<file path="src/rtl/riscv_pkg.sv">
// Shared definitions for the MEM-stage load/store path.
//   MEM_* : encodings of the access size field carried down the pipeline
//   WSTRB_*: byte-enable patterns used by the store lane logic
//   lsu_state_t: bus handshake state of the load/store unit
//   is_misaligned(): access that cannot be issued as a single aligned word access
package riscv_pkg;

    localparam logic [1:0] MEM_BYTE = 2'b00;
    localparam logic [1:0] MEM_HALF = 2'b01;
    localparam logic [1:0] MEM_WORD = 2'b10;

    localparam logic [3:0] WSTRB_NONE    = 4'b0000;
    localparam logic [3:0] WSTRB_BYTE0   = 4'b0001;
    localparam logic [3:0] WSTRB_LO_HALF = 4'b0011;
    localparam logic [3:0] WSTRB_HI_HALF = 4'b1100;
    localparam logic [3:0] WSTRB_WORD    = 4'b1111;

    typedef enum logic [1:0] {
        StIdle,
        StReq,
        StResp,
        StDone
    } lsu_state_t;

    // Reserved size 2'b11 is treated as misaligned so it raises the same exception.
    function automatic logic is_misaligned(input logic [1:0] size, input logic [1:0] off);
        case (size)
            MEM_BYTE: return 1'b0;
            MEM_HALF: return off[0];
            MEM_WORD: return off != 2'b00;
            default:  return 1'b1;
        endcase
    endfunction

endpackage

</file>
<file path="src/rtl/lsu_align.sv">
// Combinational byte-lane alignment for a 32-bit data port.
//   Store side: st_size_i/st_off_i/st_data_i -> replicated st_wdata_o and st_wstrb_o.
//   Load side : ld_rdata_i shifted down by ld_off_i bytes, cut to ld_size_i and
//               zero- or sign-extended (ld_unsigned_i) onto ld_data_o.
module lsu_align
    import riscv_pkg::*;
(
    input  logic [1:0]  st_size_i,
    input  logic [1:0]  st_off_i,
    input  logic [31:0] st_data_i,
    output logic [31:0] st_wdata_o,
    output logic [3:0]  st_wstrb_o,
    input  logic [1:0]  ld_size_i,
    input  logic [1:0]  ld_off_i,
    input  logic        ld_unsigned_i,
    input  logic [31:0] ld_rdata_i,
    output logic [31:0] ld_data_o
);

    logic [31:0] ld_shifted;
    logic        ld_sign;

    // Data is replicated into every lane so the strobes alone select the target bytes.
    always_comb begin
        st_wdata_o = st_data_i;
        st_wstrb_o = WSTRB_NONE;
        case (st_size_i)
            MEM_BYTE: begin
                st_wdata_o = {4{st_data_i[7:0]}};
                st_wstrb_o = WSTRB_BYTE0 << st_off_i;
            end
            MEM_HALF: begin
                st_wdata_o = {2{st_data_i[15:0]}};
                st_wstrb_o = st_off_i[1] ? WSTRB_HI_HALF : WSTRB_LO_HALF;
            end
            MEM_WORD: begin
                st_wdata_o = st_data_i;
                st_wstrb_o = WSTRB_WORD;
            end
            default: ;
        endcase
    end

    assign ld_shifted = ld_rdata_i >> {ld_off_i, 3'b000};

    always_comb begin
        ld_sign   = 1'b0;
        ld_data_o = ld_shifted;
        case (ld_size_i)
            MEM_BYTE: begin
                ld_sign   = ~ld_unsigned_i & ld_shifted[7];
                ld_data_o = {{24{ld_sign}}, ld_shifted[7:0]};
            end
            MEM_HALF: begin
                ld_sign   = ~ld_unsigned_i & ld_shifted[15];
                ld_data_o = {{16{ld_sign}}, ld_shifted[15:0]};
            end
            default: ld_data_o = ld_shifted;
        endcase
    end

endmodule

</file>
<file path="src/rtl/mem_stage_lsu.sv">
// MEM-stage load/store unit.
//   Pipeline side : mem_to_reg_in / store_enable_in / is_unsigned_in / mem_size_in /
//                   alu_result_in / write_data_in from EX/MEM; mem_stall to the hazard
//                   unit; misaligned_exc for misaligned or reserved-size accesses.
//   Memory side   : registered dmem_req/we/addr/wdata/wstrb, accepted on dmem_ready;
//                   load word returned on dmem_rvalid/dmem_rdata.
//   Result        : load_data_out with a one-cycle load_valid pulse; bus_error pulses
//                   when the watchdog gives up on an access after TIMEOUT cycles.
module mem_stage_lsu
    import riscv_pkg::*;
#(
    parameter int unsigned TIMEOUT_W = 8,
    parameter int unsigned TIMEOUT   = 255
) (
    input  logic        clk,
    input  logic        rst,
    input  logic        mem_to_reg_in,
    input  logic        store_enable_in,
    input  logic        is_unsigned_in,
    input  logic [1:0]  mem_size_in,
    input  logic [31:0] alu_result_in,
    input  logic [31:0] write_data_in,
    output logic        dmem_req,
    input  logic        dmem_ready,
    output logic        dmem_we,
    output logic [31:0] dmem_addr,
    output logic [31:0] dmem_wdata,
    output logic [3:0]  dmem_wstrb,
    input  logic        dmem_rvalid,
    input  logic [31:0] dmem_rdata,
    output logic [31:0] load_data_out,
    output logic        load_valid,
    output logic        mem_stall,
    output logic        misaligned_exc,
    output logic        bus_error
);

    localparam logic [TIMEOUT_W-1:0] TimeoutLast = TIMEOUT_W'(TIMEOUT - 1);

    lsu_state_t           state_q;
    logic                 req_q;
    logic                 we_q;
    logic [31:0]          addr_q;
    logic [31:0]          wdata_q;
    logic [3:0]           wstrb_q;
    logic [1:0]           size_q;
    logic                 uns_q;
    logic [1:0]           off_q;
    logic [TIMEOUT_W-1:0] cnt_q;
    logic [TIMEOUT_W-1:0] cnt_inc;
    logic [31:0]          ld_data_q;
    logic                 ld_valid_q;
    logic                 berr_q;

    logic                 access;
    logic                 misaligned;
    logic                 start;
    logic                 timeout;
    logic [31:0]          st_wdata;
    logic [3:0]           st_wstrb;
    logic [31:0]          ld_ext;

    assign access     = mem_to_reg_in | store_enable_in;
    assign misaligned = is_misaligned(mem_size_in, alu_result_in[1:0]);
    assign start      = (state_q == StIdle) & access & ~misaligned;

    // Saturating so a late acceptance cannot wrap the count back below the limit.
    assign cnt_inc = (cnt_q == {TIMEOUT_W{1'b1}}) ? cnt_q : cnt_q + TIMEOUT_W'(1);
    // cnt_q counts completed REQ/RESP cycles, so this is the TIMEOUT-th one.
    assign timeout = cnt_q >= TimeoutLast;

    lsu_align u_align (
        .st_size_i     (mem_size_in),
        .st_off_i      (alu_result_in[1:0]),
        .st_data_i     (write_data_in),
        .st_wdata_o    (st_wdata),
        .st_wstrb_o    (st_wstrb),
        .ld_size_i     (size_q),
        .ld_off_i      (off_q),
        .ld_unsigned_i (uns_q),
        .ld_rdata_i    (dmem_rdata),
        .ld_data_o     (ld_ext)
    );

    always_ff @(posedge clk) begin
        if (rst) begin
            state_q    <= StIdle;
            req_q      <= 1'b0;
            we_q       <= 1'b0;
            addr_q     <= '0;
            wdata_q    <= '0;
            wstrb_q    <= WSTRB_NONE;
            size_q     <= MEM_BYTE;
            uns_q      <= 1'b0;
            off_q      <= 2'b00;
            cnt_q      <= '0;
            ld_data_q  <= '0;
            ld_valid_q <= 1'b0;
            berr_q     <= 1'b0;
        end else begin
            ld_valid_q <= 1'b0;
            berr_q     <= 1'b0;
            case (state_q)
                StIdle: begin
                    if (start) begin
                        state_q <= StReq;
                        req_q   <= 1'b1;
                        // A store wins when both flags are set.
                        we_q    <= store_enable_in;
                        addr_q  <= {alu_result_in[31:2], 2'b00};
                        wdata_q <= store_enable_in ? st_wdata : '0;
                        wstrb_q <= store_enable_in ? st_wstrb : WSTRB_NONE;
                        size_q  <= mem_size_in;
                        uns_q   <= is_unsigned_in;
                        off_q   <= alu_result_in[1:0];
                        cnt_q   <= '0;
                    end
                end
                StReq: begin
                    if (dmem_ready) begin
                        req_q   <= 1'b0;
                        state_q <= we_q ? StDone : StResp;
                        cnt_q   <= cnt_inc;
                    end else if (timeout) begin
                        req_q     <= 1'b0;
                        state_q   <= StDone;
                        berr_q    <= 1'b1;
                        ld_data_q <= '0;
                    end else begin
                        cnt_q <= cnt_inc;
                    end
                end
                StResp: begin
                    if (dmem_rvalid) begin
                        ld_data_q  <= ld_ext;
                        ld_valid_q <= 1'b1;
                        state_q    <= StDone;
                    end else if (timeout) begin
                        state_q   <= StDone;
                        berr_q    <= 1'b1;
                        ld_data_q <= '0;
                    end else begin
                        cnt_q <= cnt_inc;
                    end
                end
                StDone: state_q <= StIdle;
                default: state_q <= StIdle;
            endcase
        end
    end

    assign dmem_req       = req_q;
    assign dmem_we        = we_q;
    assign dmem_addr      = addr_q;
    assign dmem_wdata     = wdata_q;
    assign dmem_wstrb     = wstrb_q;
    assign load_data_out  = ld_data_q;
    assign load_valid     = ld_valid_q;
    assign bus_error      = berr_q;
    assign mem_stall      = start | (state_q == StReq) | (state_q == StResp);
    assign misaligned_exc = (state_q == StIdle) & access & misaligned;

endmodule

</file>
<file path="config.mk">
export PLATFORM = sky130hd
export DESIGN_NAME = mem_stage_lsu
export DESIGN_NICKNAME = d
export VERILOG_FILES = /design/src/rtl/riscv_pkg.sv /design/src/rtl/lsu_align.sv /design/src/rtl/mem_stage_lsu.sv
export SDC_FILE = /design/constraint.sdc
export NUM_CORES = 1
export LEC_CHECK = 0
export ABC_AREA = 1
export CORE_MARGIN = 2
export CORE_UTILIZATION = 30
export CTS_CLUSTER_SIZE = 8
export DETAILED_ROUTE_END_ITERATION = 10
export GPL_TIMING_DRIVEN = 0
export SLEW_MARGIN = 15
export SYNTH_ARGS = -nofsm -noshare
export SYNTH_HDL_FRONTEND = slang
export SYNTH_SLANG_ARGS = --single-unit
</file>
<file path="constraint.sdc">
create_clock -name clk -period 1.5 [get_ports clk]
set_input_delay 0.3 -clock clk [delete_from_list [all_inputs] [get_ports clk]]
set_output_delay 0.3 -clock clk [all_outputs]
set_load 0.02 [all_outputs]
</file>
==> summary.txt <==
Pint: 0.00751 W
violated checks: negative setup slack
final hold slack: 328 ps
area grow syn2layout: 78.2%
root buffer cell: clkbuf_16
final hold vios: 0
Synth top area share: 0.411
placed cell area: 0.00813 mm²
Vias: 6822
gate count of the mapped netlist: 841
CTS tree: yes
row cnt: 50
met2 usage in global routing: 0.366
Starting Density: 0.305
pre-CTS setup slack: -1120 ps
top cells by area, synth: dfxtp_1 (41%), nand2_1 (20%), a21oi_1 (10%), nand3_1 (5.4%), inv_1 (3.0%)
Core Box Area: 0.0187 mm²
Syn Area/Cell: 6.78 µm²
Final Setup Violations: 116
Vias/cell: 4.92
fmax: 518 MHz
most frequent cell after synthesis: nand2_1
Final Net Count: 1250
Lkg Pwr: 4.38 nW
max_cap viols: 0
DRC marker count from the first detailed-route iteration: 375
CP Max Fanout: 2
crit start category: register
number of global-route vias before repair: 6462
H-tree depth: 4
data arrival time of the critical path: 1630 ps
Clock Path Buffers: 2
flop2flop setup slack: -330 ps
Worst Path Buf+Inv: 5
ANT nets after route: 0
busiest grt layer: met2
post-synthesis register bit count: 117
Tot GR Track Use: 0.219
Layout Skew: 8.84 ps
CP endpoint kind: output port
Comb power frac: 0.362
cell area after layout: 0.0102 mm²
sw power: 0.00392 W
Clk pwr share: 0.338
Hold Crit Class: in -> reg
R2R cell count: 13
TritonCTS sink count: 117
HPWL Detailed: 15700 µm
PortBufs: 205
Setup TNS: -21980 ps
distinct cell type count after synthesis: 34
switching share of power: 0.343
global-route track usage on met1: 0.258
Flop pwr share: 0.300
ys async rst share: 0
I/O Pins: 211
met3 Track Usage GR: 0.0850
DR WL/cell: 16.5 µm
stages on the worst setup path: 9
number of enable flip-flop cells after synthesis: 0
Hold Buf Count CTS: 0
Seq/Total Area, Yosys: 0.411
Die Span X: 142 µm
synth warn: 0
initial antenna violation count: 1
status: finished with violations
cells along the critical path: inv_4, ha_4, inv_4, nor2_4, nand3_2, buf_6, buf_8, nand2_4, buf_6
synthesized cell area: 0.00570 mm²
Clk pin slew, worst setup/hold paths: 60 ps
CP delay by family, top: buffers and inverters
setup ws final: -430 ps
Synth Flop Type: dfxtp_1
cell types with the highest counts after synthesis: nand2_1 (309), dfxtp_1 (117), a21oi_1 (115)
Final Cycle Share: 1.29
Die Y: 142 µm
RePlAce Congestion: 0.914
slowest CP cell: dfxtp_4
worst slew pin tran: 826 ps
DRT Pass-1 Iters: 6
slew margin rel.: 0.449
first-pass GRT wire length: 34200 µm
Routed Wire Length: 22900 µm
RSZ-0062 raised after global routing: yes
kind of critical path: reg -> out
Yosys top cell by area: dfxtp_1
drt drc: 0
die area: 0.0201 mm²
worst vdd ir: 0.000836 V
Slew Viols, Final: 0
FILL cells: 1758
WHS Path Cells: 2
CTS Buf Count: 17
critical path's largest stage delay: 350 ps
Worst-Skew Late Latency: 420 ps
Power Dens Cells: 1120 mW/mm²
Critical Path RT: 1200 ps
layout cells sized above 1: 0.266
grt total ovfl: 0
crit path time final: 1930 ps
pin count of the biggest net entering global routing: 17
## per-layer routing
layer	vias to the layer above	wire length (µm)
met5	-	0
met4	0	567
met3	41	2070
met2	273	11000
met1	3147	9260
li1	3361	-
## stage by stage
stage / utilization / instances / power, W
6_report: 0.543 / 1387 / 0.0114
5_1_grt: 0.543 / 1386 / 0.0120
4_1_cts: 0.506 / 1364 / 0.0109
3_5_place_dp: 0.434 / 1281 / 0.00638
3_3_place_gp: 0.434 / 1281 / 0.00638
2_1_floorplan: - / 842 / 0.00523
## worst register-to-register path: cells and delay by family (launching register included)
kind	cells	cell delay [ps]
and+or+nand+nor	4	420
adders and majority gates	1	140
AOI/OAI and AO/OA	1	130
DFF	1	350
buffers and inverters	7	730
## flip-flops by register name (all words and copies together) (netlist names)
signal,flops
dmem_wdata,32
size_q,2
dmem_addr,30
bus_error,1
load_valid,1
state_q,2
load_data_out,32
dmem_we,1
uns_q,1
dmem_wstrb,4
off_q,2
dmem_req,1
cnt_q,8
## path summary, 6_finish.rpt
kind | from | end
max | state_q[1] | mem_stall
min | rst | dmem_addr[30]
max reg2reg | state_q[1] | dmem_wdata[3]
min reg2reg | load_data_out[0] | load_data_out[0]
## area by class of cell
cell class,instances,area (µm²),area share
antenna,1,2.50,0.000246
buffer,55,440,0.0433
clock buffer,17,425,0.0419
clock inverter,15,131,0.0129
inverter,49,204,0.0201
multi-input combinational,621,3500,0.345
sequential,117,2360,0.232
tap,234,293,0.0288
timing repair buffer,278,2810,0.276
## kinds of logic (layout without fill, tap and decap cells)
| family | after synthesis | after routing | synth area share |
|---|---|---|---|
| AO/OA/AOI/OAI | 190 | 190 | 0.187 |
| adder cells (fa/ha/maj) | 6 | 6 | 0.0132 |
| XOR/XNOR | 1 | 1 | 0.00154 |
| flip-flops | 117 | 117 | 0.411 |
| buffers and inverters | 104 | 414 | 0.0803 |
| other | 1 | 3 | 0.000658 |
| AND/OR/NAND/NOR | 422 | 422 | 0.306 |
## cells in the final DEF, fill, tap and decap left out, drive strengths merged, types with 18 or more instances in the layout
| cell | synthesis | routed |
|---|---|---|
| nand2 | 322 | 322 |
| a21oi | 125 | 125 |
| dfxtp | 117 | 117 |
| buf | 34 | 106 |
| dlygate4sd2 | 0 | 102 |
| clkdlybuf4s50 | 0 | 98 |
| nand3 | 62 | 62 |
| inv | 49 | 52 |
| clkbuf | 21 | 41 |
| o21ai | 34 | 34 |
| nor2 | 28 | 28 |
| o211ai | 18 | 18 |
## power by group through the flow
stage                     Sequential [W]  Clock, W  Combinational (W)
after floorplan                  0.00369         0            0.00154
after global placement           0.00349         0            0.00289
after detailed placement         0.00349         0            0.00288
after CTS                        0.00342   0.00395            0.00358
after global routing             0.00345   0.00408            0.00445
final                            0.00342   0.00386            0.00414
## what timing repair did
| item | 4_1_cts | 5_1_grt |
|---|---|---|
| setup buffers | 42 | 20 |
| endpoints found under the setup margin | 218 | 119 |
| resized for setup | 230 | 134 |
| pin swaps | 16 | 32 |
| gates cloned | 9 | 3 |
| hold endpoints to repair | 0 | 0 |
Note: power is estimated with default switching activity, not from simulation.
